**src/rtl/pulse_gen_pkg.sv**
```systemverilog
// Shared types and helpers for the pulse_gen_out output-pulse generator.
// Holds the FSM state encoding, default widths and the effective-length rule.
package pulse_gen_pkg;

    localparam int unsigned W_DEF  = 16;
    localparam int unsigned DW_DEF = 16;

    typedef enum logic [1:0] {
        IDLE = 2'd0,
        HIGH = 2'd1,
        GAP  = 2'd2
    } state_e;

    // A programmed length of zero still yields one cycle; callers hold W <= 32.
    function automatic logic [31:0] eff_len(input logic [31:0] x);
        return (x == 32'd0) ? 32'd1 : x;
    endfunction

endpackage

```
**src/rtl/pulse_gen_timer.sv**
```systemverilog
// Loadable down-counter that times both the HIGH and the GAP phases.
// zero_o flags the last cycle of the currently loaded interval.
module pulse_gen_timer #(
    parameter int unsigned W = 16
) (
    input  logic         aclk,
    input  logic         aresetn,
    input  logic         load_i,
    input  logic         en_i,
    input  logic [W-1:0] load_val_i,
    output logic [W-1:0] cnt_o,
    output logic         zero_o
);

    logic [W-1:0] cnt_q;
    logic [W-1:0] cnt_d;

    always_comb begin
        cnt_d = cnt_q;
        if (load_i) begin
            cnt_d = load_val_i;
        end else if (en_i && (cnt_q != '0)) begin
            cnt_d = cnt_q - W'(1);
        end
    end

    always_ff @(posedge aclk) begin
        if (!aresetn) begin
            cnt_q <= '0;
        end else begin
            cnt_q <= cnt_d;
        end
    end

    assign cnt_o  = cnt_q;
    assign zero_o = (cnt_q == '0);

endmodule

```
**src/rtl/pulse_gen_out.sv**
```systemverilog
// Drives an external line with clean pulses of programmable high time and low gap.
// One request can wait in a pending slot; further requests while it is full are counted as drops.
module pulse_gen_out
    import pulse_gen_pkg::*;
#(
    parameter int unsigned W  = W_DEF,
    parameter int unsigned DW = DW_DEF
) (
    input  logic          aclk,
    input  logic          aresetn,
    input  logic          trig_in,
    input  logic [W-1:0]  width_in,
    input  logic [W-1:0]  gap_in,
    input  logic          drop_clr,
    output logic          dout,
    output logic          busy_o,
    output logic          pend_o,
    output logic          done_o,
    output logic [DW-1:0] drop_cnt_o,
    output state_e        state_o
);

    state_e         state_q, state_d;
    logic [W-1:0]   act_gap_q, act_gap_d;
    logic           pend_q, pend_d;
    logic [W-1:0]   pend_w_q, pend_w_d;
    logic [W-1:0]   pend_g_q, pend_g_d;
    logic [DW-1:0]  drop_q, drop_d;
    logic           dout_q, dout_d;
    logic           busy_q, busy_d;
    logic           done_q, done_d;
    logic           drop_inc;
    logic           tmr_load;
    logic [W-1:0]   tmr_val;
    logic [W-1:0]   tmr_cnt;
    logic           tmr_zero;
    logic [W-1:0]   cur_w;
    logic [W-1:0]   cur_g;

    assign cur_w = W'(eff_len(32'(width_in)));
    assign cur_g = W'(eff_len(32'(gap_in)));

    pulse_gen_timer #(.W(W)) u_timer (
        .aclk       (aclk),
        .aresetn    (aresetn),
        .load_i     (tmr_load),
        .en_i       (state_q != IDLE),
        .load_val_i (tmr_val),
        .cnt_o      (tmr_cnt),
        .zero_o     (tmr_zero)
    );

    always_comb begin
        state_d   = state_q;
        act_gap_d = act_gap_q;
        pend_d    = pend_q;
        pend_w_d  = pend_w_q;
        pend_g_d  = pend_g_q;
        drop_inc  = 1'b0;
        tmr_load  = 1'b0;
        tmr_val   = '0;
        done_d    = 1'b0;

        unique case (state_q)
            IDLE: begin
                if (trig_in) begin
                    state_d   = HIGH;
                    act_gap_d = cur_g;
                    tmr_load  = 1'b1;
                    tmr_val   = cur_w - W'(1);
                end
            end
            HIGH, GAP: begin
                if ((state_q == GAP) && tmr_zero) begin
                    // Exit cycle: a queued request wins, and a fresh trigger refills its slot.
                    if (pend_q) begin
                        state_d   = HIGH;
                        act_gap_d = pend_g_q;
                        tmr_load  = 1'b1;
                        tmr_val   = pend_w_q - W'(1);
                        pend_d    = trig_in;
                        if (trig_in) begin
                            pend_w_d = cur_w;
                            pend_g_d = cur_g;
                        end
                    end else if (trig_in) begin
                        state_d   = HIGH;
                        act_gap_d = cur_g;
                        tmr_load  = 1'b1;
                        tmr_val   = cur_w - W'(1);
                    end else begin
                        state_d = IDLE;
                    end
                end else begin
                    if (state_q == HIGH) begin
                        if (tmr_zero) begin
                            state_d  = GAP;
                            tmr_load = 1'b1;
                            tmr_val  = act_gap_q - W'(1);
                            done_d   = (act_gap_q == W'(1));
                        end
                    end else begin
                        done_d = (tmr_cnt == W'(1));
                    end
                    if (trig_in) begin
                        if (!pend_q) begin
                            pend_d   = 1'b1;
                            pend_w_d = cur_w;
                            pend_g_d = cur_g;
                        end else begin
                            drop_inc = 1'b1;
                        end
                    end
                end
            end
            default: state_d = IDLE;
        endcase

        if (drop_clr) begin
            drop_d = '0;
        end else if (drop_inc && (drop_q != '1)) begin
            drop_d = drop_q + DW'(1);
        end else begin
            drop_d = drop_q;
        end

        dout_d = (state_d == HIGH);
        busy_d = (state_d != IDLE);
    end

    always_ff @(posedge aclk) begin
        if (!aresetn) begin
            state_q   <= IDLE;
            act_gap_q <= '0;
            pend_q    <= 1'b0;
            pend_w_q  <= '0;
            pend_g_q  <= '0;
            drop_q    <= '0;
            dout_q    <= 1'b0;
            busy_q    <= 1'b0;
            done_q    <= 1'b0;
        end else begin
            state_q   <= state_d;
            act_gap_q <= act_gap_d;
            pend_q    <= pend_d;
            pend_w_q  <= pend_w_d;
            pend_g_q  <= pend_g_d;
            drop_q    <= drop_d;
            dout_q    <= dout_d;
            busy_q    <= busy_d;
            done_q    <= done_d;
        end
    end

    assign dout       = dout_q;
    assign busy_o     = busy_q;
    assign pend_o     = pend_q;
    assign done_o     = done_q;
    assign drop_cnt_o = drop_q;
    assign state_o    = state_q;

endmodule

```
**config.mk**
```make
export PLATFORM = sky130hd
export DESIGN_NAME = pulse_gen_out
export DESIGN_NICKNAME = d
export VERILOG_FILES = /design/src/rtl/pulse_gen_pkg.sv /design/src/rtl/pulse_gen_timer.sv /design/src/rtl/pulse_gen_out.sv
export SDC_FILE = /design/constraint.sdc
export NUM_CORES = 1
export LEC_CHECK = 0
export CORE_UTILIZATION = 35
export CTS_CLUSTER_DIAMETER = 80
export DETAILED_ROUTE_END_ITERATION = 16
export HOLD_SLACK_MARGIN = 0.08
export PLACE_DENSITY_LB_ADDON = 0.12
export SLEW_MARGIN = 20
export SYNTH_ARGS = -nofsm -noshare
export SYNTH_HDL_FRONTEND = slang
export SYNTH_SLANG_ARGS = --single-unit
export TNS_END_PERCENT = 20
```
**constraint.sdc**
```tcl
create_clock -name aclk -period 3.54 [get_ports aclk]
set_input_delay 0.708 -clock aclk [delete_from_list [all_inputs] [get_ports aclk]]
set_output_delay 0.708 -clock aclk [all_outputs]
set_load 0.03 [all_outputs]
```
# After elaboration in Yosys (flattened, before gate mapping)
# Cells that the tools add are included.
# totals
regBits,86
word_cells,92
out_inout_bits,22
# classes
bitwise_logic,2
eq_ne,10
reduce_logical,19
muxes,46
addsub,5
# op_table
cell,count
$mux 16,22
$pmux 16 s2,2
$sub 16x1->16 const B,4
$logic_not 16->1,3
$eq 16x1->1 const B,2
$add 16x1->16 const B,1
$mux 1,16
$ne 16x16->1 const B,1
$reduce_bool 16->1,1
$reduce_bool 2->1,5
$mux 2,4
$ne 2x2->1 const B,3
$reduce_and 5->1,1
$eq 2x1->1 const B,2
$pmux 2 s2,1
$reduce_and 2->1,2
$reduce_or 2->1,2
$logic_and 1x1->1,3
$reduce_or 3->1,1
$eq 2x2->1 const B,1
$logic_not 2->1,1
$ne 2x1->1 const B,1
$not 1->1,2
$pmux 1 s2,1

# Logic depth before layout (Yosys ltp)
# depth
ltp_word,8
depth_mapped,13
ltp_nobuf,12

# Hierarchy
# Synthesis repeated with hierarchy kept, for this count alone.
# unflattened
hier_cells,720
hier_area_um2,5482.8
# modules_own_cells
mod,instances,area_per_inst_um2,cells_each,seq_area_each_um2
pulse_gen_out,1,4505.6,597,1401.3
pulse_gen_timer,1,977.2,123,320.3

# Least setup slack after synthesis
# No wires, ideal clock.
# synth_timing
kind,input to register
startpoint,input port width_in[9]
endpoint,register u_timer.cnt_q[14] (netlist: u_timer.cnt_o[14])
setup_time_ps,66
arrival_time_ps,3015
setup_slack_ps,459
cell_stages,13
required_ps,3474
path_cell_list,clkbuf_1 > nor4_1 > nand4_1 > nor2_1 > a21oi_1 > ha_1 > nor3b_1 > nand3_1 > nor3_1 > xor2_1 > a211oi_1 > a211o_1 > a21oi_2
# synth_via
elab_chain_len,8
# synth_rtl
element,line_no,rtl
"start, declared",pulse_gen_out.sv:12,"input logic [W-1:0] width_in,"
$logic_not 16->1,pulse_gen_pkg.sv:16,return (x == 32'd0) ? 32'd1 : x;
$mux 16 (*),pulse_gen_pkg.sv:16,
$sub 16x1->16 (*),"pulse_gen_out.sv:70, pulse_gen_out.sv:90",
$mux 16 (*),"pulse_gen_out.sv:66, pulse_gen_out.sv:86",
$mux 16,pulse_gen_out.sv:76,if (pend_q) begin
$mux 16,pulse_gen_out.sv:74,if ((state_q == GAP) && tmr_zero) begin
$pmux 16 s2 (*),pulse_gen_out.sv:64,unique case (state_q)
$mux 16 (*),pulse_gen_timer.sv:20,if (load_i) begin
"end signal, assigned",pulse_gen_timer.sv:31,cnt_q <= cnt_d;
"end, declared",pulse_gen_timer.sv:15,logic [W-1:0] cnt_q;
# Mark *: on every way between the ends. The rest lies on a longest branch, timed or not.
# A chain may end at the register's enable or synchronous reset.

# Worst setup path after layout
# layout_timing
startpoint,input port width_in[11]
endpoint,register u_timer.cnt_q[14] (netlist: u_timer.cnt_o[14])
# Same word-level chain as after synthesis.

==> flow_metrics.tcl <==
set metrics [dict create \
    holdCritStartpoint "pend_g_q[2]" \
    cts.sinks 86 \
    synth-main-ff-cell "dfxtp_1" \
    critPathLaunchType "primary input" \
    numCtsBuffers 9 \
    max_slew_margin_pct 43.35 \
    synth_compound_area_share_pct 22.92 \
    drc 0 \
    r2r_cells 9 \
    gp_congestion 0.8905 \
    syn_avg_cell_area_sq_um 7.786 \
    ioPinCount 58 \
    fmax_mhz 310.5 \
    clock_latency_ns 0.35 \
    postCtsSetupRepairBufs 0 \
    synthArstFlopShare_pct 0 \
    tightest_slew_ns 0.8420 \
    holdPathEnd "pend_g_q[2]" \
    synthTopCellsByCount "99 x nand2_1, 86 x dfxtp_1, 72 x nor2_1" \
    vias_per_cell 5.496 \
    cp.arrival_ns 3.51 \
    hold_violations 0 \
    synth_fa_ha_area_share_pct 2.555 \
    fillers 1523 \
    die-area_sq_mm 0.01589 \
    wl_microns 15580 \
    netlist.area_leader.share_pct 31.96 \
    worst_path_max_delay_cell "nor4_1" \
    initial_core_util_pct 36.52 \
    leakage_uw 0.002508 \
    cp_max_fo 3 \
    syn2layout_area_growth_pct 21.48 \
    critPathLaunch "width_in[11]" \
    die_x_microns 126.1 \
    layout.nets 801 \
    status "completed" \
    reg2reg_from "state_o[0]" \
    finalSetupViolations 0 \
    syn_area_sq_mm 0.005388 \
    post-dp-hpwl_microns 11880 \
    r2r-end "pend_w_q[0]" \
    path_cells "clkdlybuf4s50_1 > nor4_1 > nand4_1 > nor2_1 > a21oi_1 > ha_1 > nor3b_2 > nand3_1 > nor3_1 > xor2_1 > a211oi_1 > a211o_1 > a21oi_2" \
    synth_edf_count 0 \
    tritoncts "done" \
    critical_path.endpoint_type "flop" \
    grt_pass1_vias 4876 \
    skew_ns 0.008306 \
    synth-seq-area-share_pct 31.96 \
    grt_overflow_total 0 \
    first_pass_iters 5 \
    die_h_microns 126.1 \
    final_layout_size_suffix_gt1_share_pct 10.70 \
    placed_area_sq_mm 0.006270 \
    ant_nets 0 \
    cp.required_ns 3.83 \
    yosysMostFrequentCell "nand2_1" \
    ys_types 66 \
    drt_iter0_drc 355 \
    drv_cap 0 \
    synth-seq-cells 86 \
    synth_top_family_by_area "simple AND/OR/NAND/NOR gates" \
    hold_buffers 0 \
    synthSimpleGateAreaFrac_pct 26.38 \
    ir_drop_uv 219.5 \
    cts_max_level 3 \
    synth_cells 692 \
    grt_usage_pct 20.43 \
    fp.coreArea_sq_mm 0.01475 \
    clk_transition_reported_paths_ns 0.06 \
    place.port_buffers 57 \
    final-max-slew-violation-count 0 \
    period_minus_slack_ns 3.220 \
    synth-xor-area-share_pct 10.89 \
    fin_hold_ws_ns 0.4663 \
    synth_top_area_cell "dfxtp_1" \
    grt_pass1_wl_microns 25470 \
    reg2reg_slack_ns 0.51 \
    cpPeakStageDelay_ns 0.44 \
    grt_setup_unrepaired "no" \
    hp-class "flop to flop" \
    syn-num-nets 739 \
    hold_depth 2 \
    vias 5172 \
    yosys_warnings 0 \
    synthTopCellsByArea "dfxtp_1 32%, nand2_1 6.9%, xor2_1 6.2%" \
    final_design_area_no_fill_sq_mm 0.006545 \
    muxShareOfSynthArea_pct 0.3716 \
    p_per_area_mw_per_mm2 451.4 \
    wire_per_inst_microns 16.56 \
    grt_max_degree 38 \
    diodes 0 \
    rows 44 \
    cts_buffer_depth 2 \
    fin_crit_sh_pct 90.97 \
    grt_antenna_before_repair 0 \
    clockRootBuffer "clkbuf_16" \
    critPathKind "primary input to flop" \
]
==> where the power goes <==
group | switching [uW] | total (uW) | internal (uW)
clock | 390 | 878 | 488
sequential | 95.0 | 1150 | 1050
combinational | 548 | 929 | 381
==> state kept, by name (all words and copies together), names as in the netlist, 2 cells and up <==
register	cells
pend_w_q	16
pend_g_q	16
drop_cnt_o	16
act_gap_q	16
u_timer.cnt_o	16
state_o	2
==> metrics by stage <==
step                       TNS (ns)  instances  setup slack (ns)  power (uW)  utilization [%]
after CTS                         0        941            0.3383        2974            44.28
after global routing              0        941           0.06043        3128            44.36
after global placement            0        927           0.09003        2080            42.49
final                             0        941            0.3198        2955            44.36
after detailed placement  -0.007401        927         -0.007401        2089            42.49
after floorplan                   0        692            0.4591        1798                -
==> worst max path at each step <==
stage / end / slack [ns] / depth (start not counted)
6_report: u_timer.cnt_o[14] / 0.32 / 13
5_1_grt: u_timer.cnt_o[14] / 0.06 / 13
4_1_cts: u_timer.cnt_o[14] / 0.34 / 13
3_5_place_dp: u_timer.cnt_o[14] / -0.007 / 13
3_3_place_gp: u_timer.cnt_o[10] / 0.09 / 13
2_1_floorplan: u_timer.cnt_o[14] / 0.46 / 13
==> critical path, delay by kind of cell <==
family / cells / cell delay, ns
adder cells (fa/ha/maj): 1 / 0.23
buffers and inverters: 1 / 0.41
AO/OA/AOI/OAI: 4 / 0.68
AND/OR/NAND/NOR: 6 / 1.24
XOR/XNOR: 1 / 0.23
==> per-layer routing <==
layer  vias to the layer above  routed length (microns)  global-route usage (%)
met5                         -                        0                       0
met4                         0                      334                   8.859
met3                        19                      787                   3.101
met2                       147                     7072                   32.95
met1                      2401                     7387                   27.03
li1                       2605                        -                       -
==> kinds of logic (layout without fill, tap and decap cells) <==
logic type               count (synthesis)  count (layout)
AO/OA/AOI/OAI                          166             166
buffers and inverters                   67             132
adder cells (fa/ha/maj)                 11              11
AND/OR/NAND/NOR                        293             293
multiplexers                             2               2
flip-flops                              86              86
XOR/XNOR                                67              67
==> cells in the final DEF (no fill, tap or decap), types with 5 or more instances in the layout <==
cell type / netlist / final
nand2_1: 99 / 99
dfxtp_1: 86 / 86
nor2_1: 72 / 72
clkdlybuf4s50_1: 0 / 56
xor2_1: 38 / 38
buf_4: 0 / 31
inv_1: 30 / 30
a21boi_0: 30 / 30
a21oi_1: 29 / 29
xnor2_1: 29 / 29
nor3_1: 23 / 23
nor4_1: 20 / 19
a31oi_1: 19 / 19
o21ai_0: 17 / 17
nand3_1: 16 / 16
o221a_2: 16 / 16
ha_1: 11 / 11
or4_1: 9 / 9
clkbuf_16: 0 / 9
nand4_1: 8 / 8
and3_1: 7 / 7
or3_1: 7 / 7
a32oi_1: 6 / 6
nor2b_1: 5 / 5
a21o_1: 5 / 5
==> what timing repair did <==
action                                  in CTS  in global routing
endpoints found under the setup margin       0                  1
hold endpoints to repair                     0                  0
gates resized for setup                      0                  1
==> layout make-up <==
type                    count  area (sq um)  area share, %
multi-input cells         539          3418          52.23
inverters                  30         112.6          1.721
well taps                 184         230.2          3.517
repair buffers             88         798.3          12.20
clock inverters             3         21.27         0.3250
clock buffers              11         242.7          3.709
flip-flops and latches     86          1722          26.30
(Power assumes the default switching activity.)
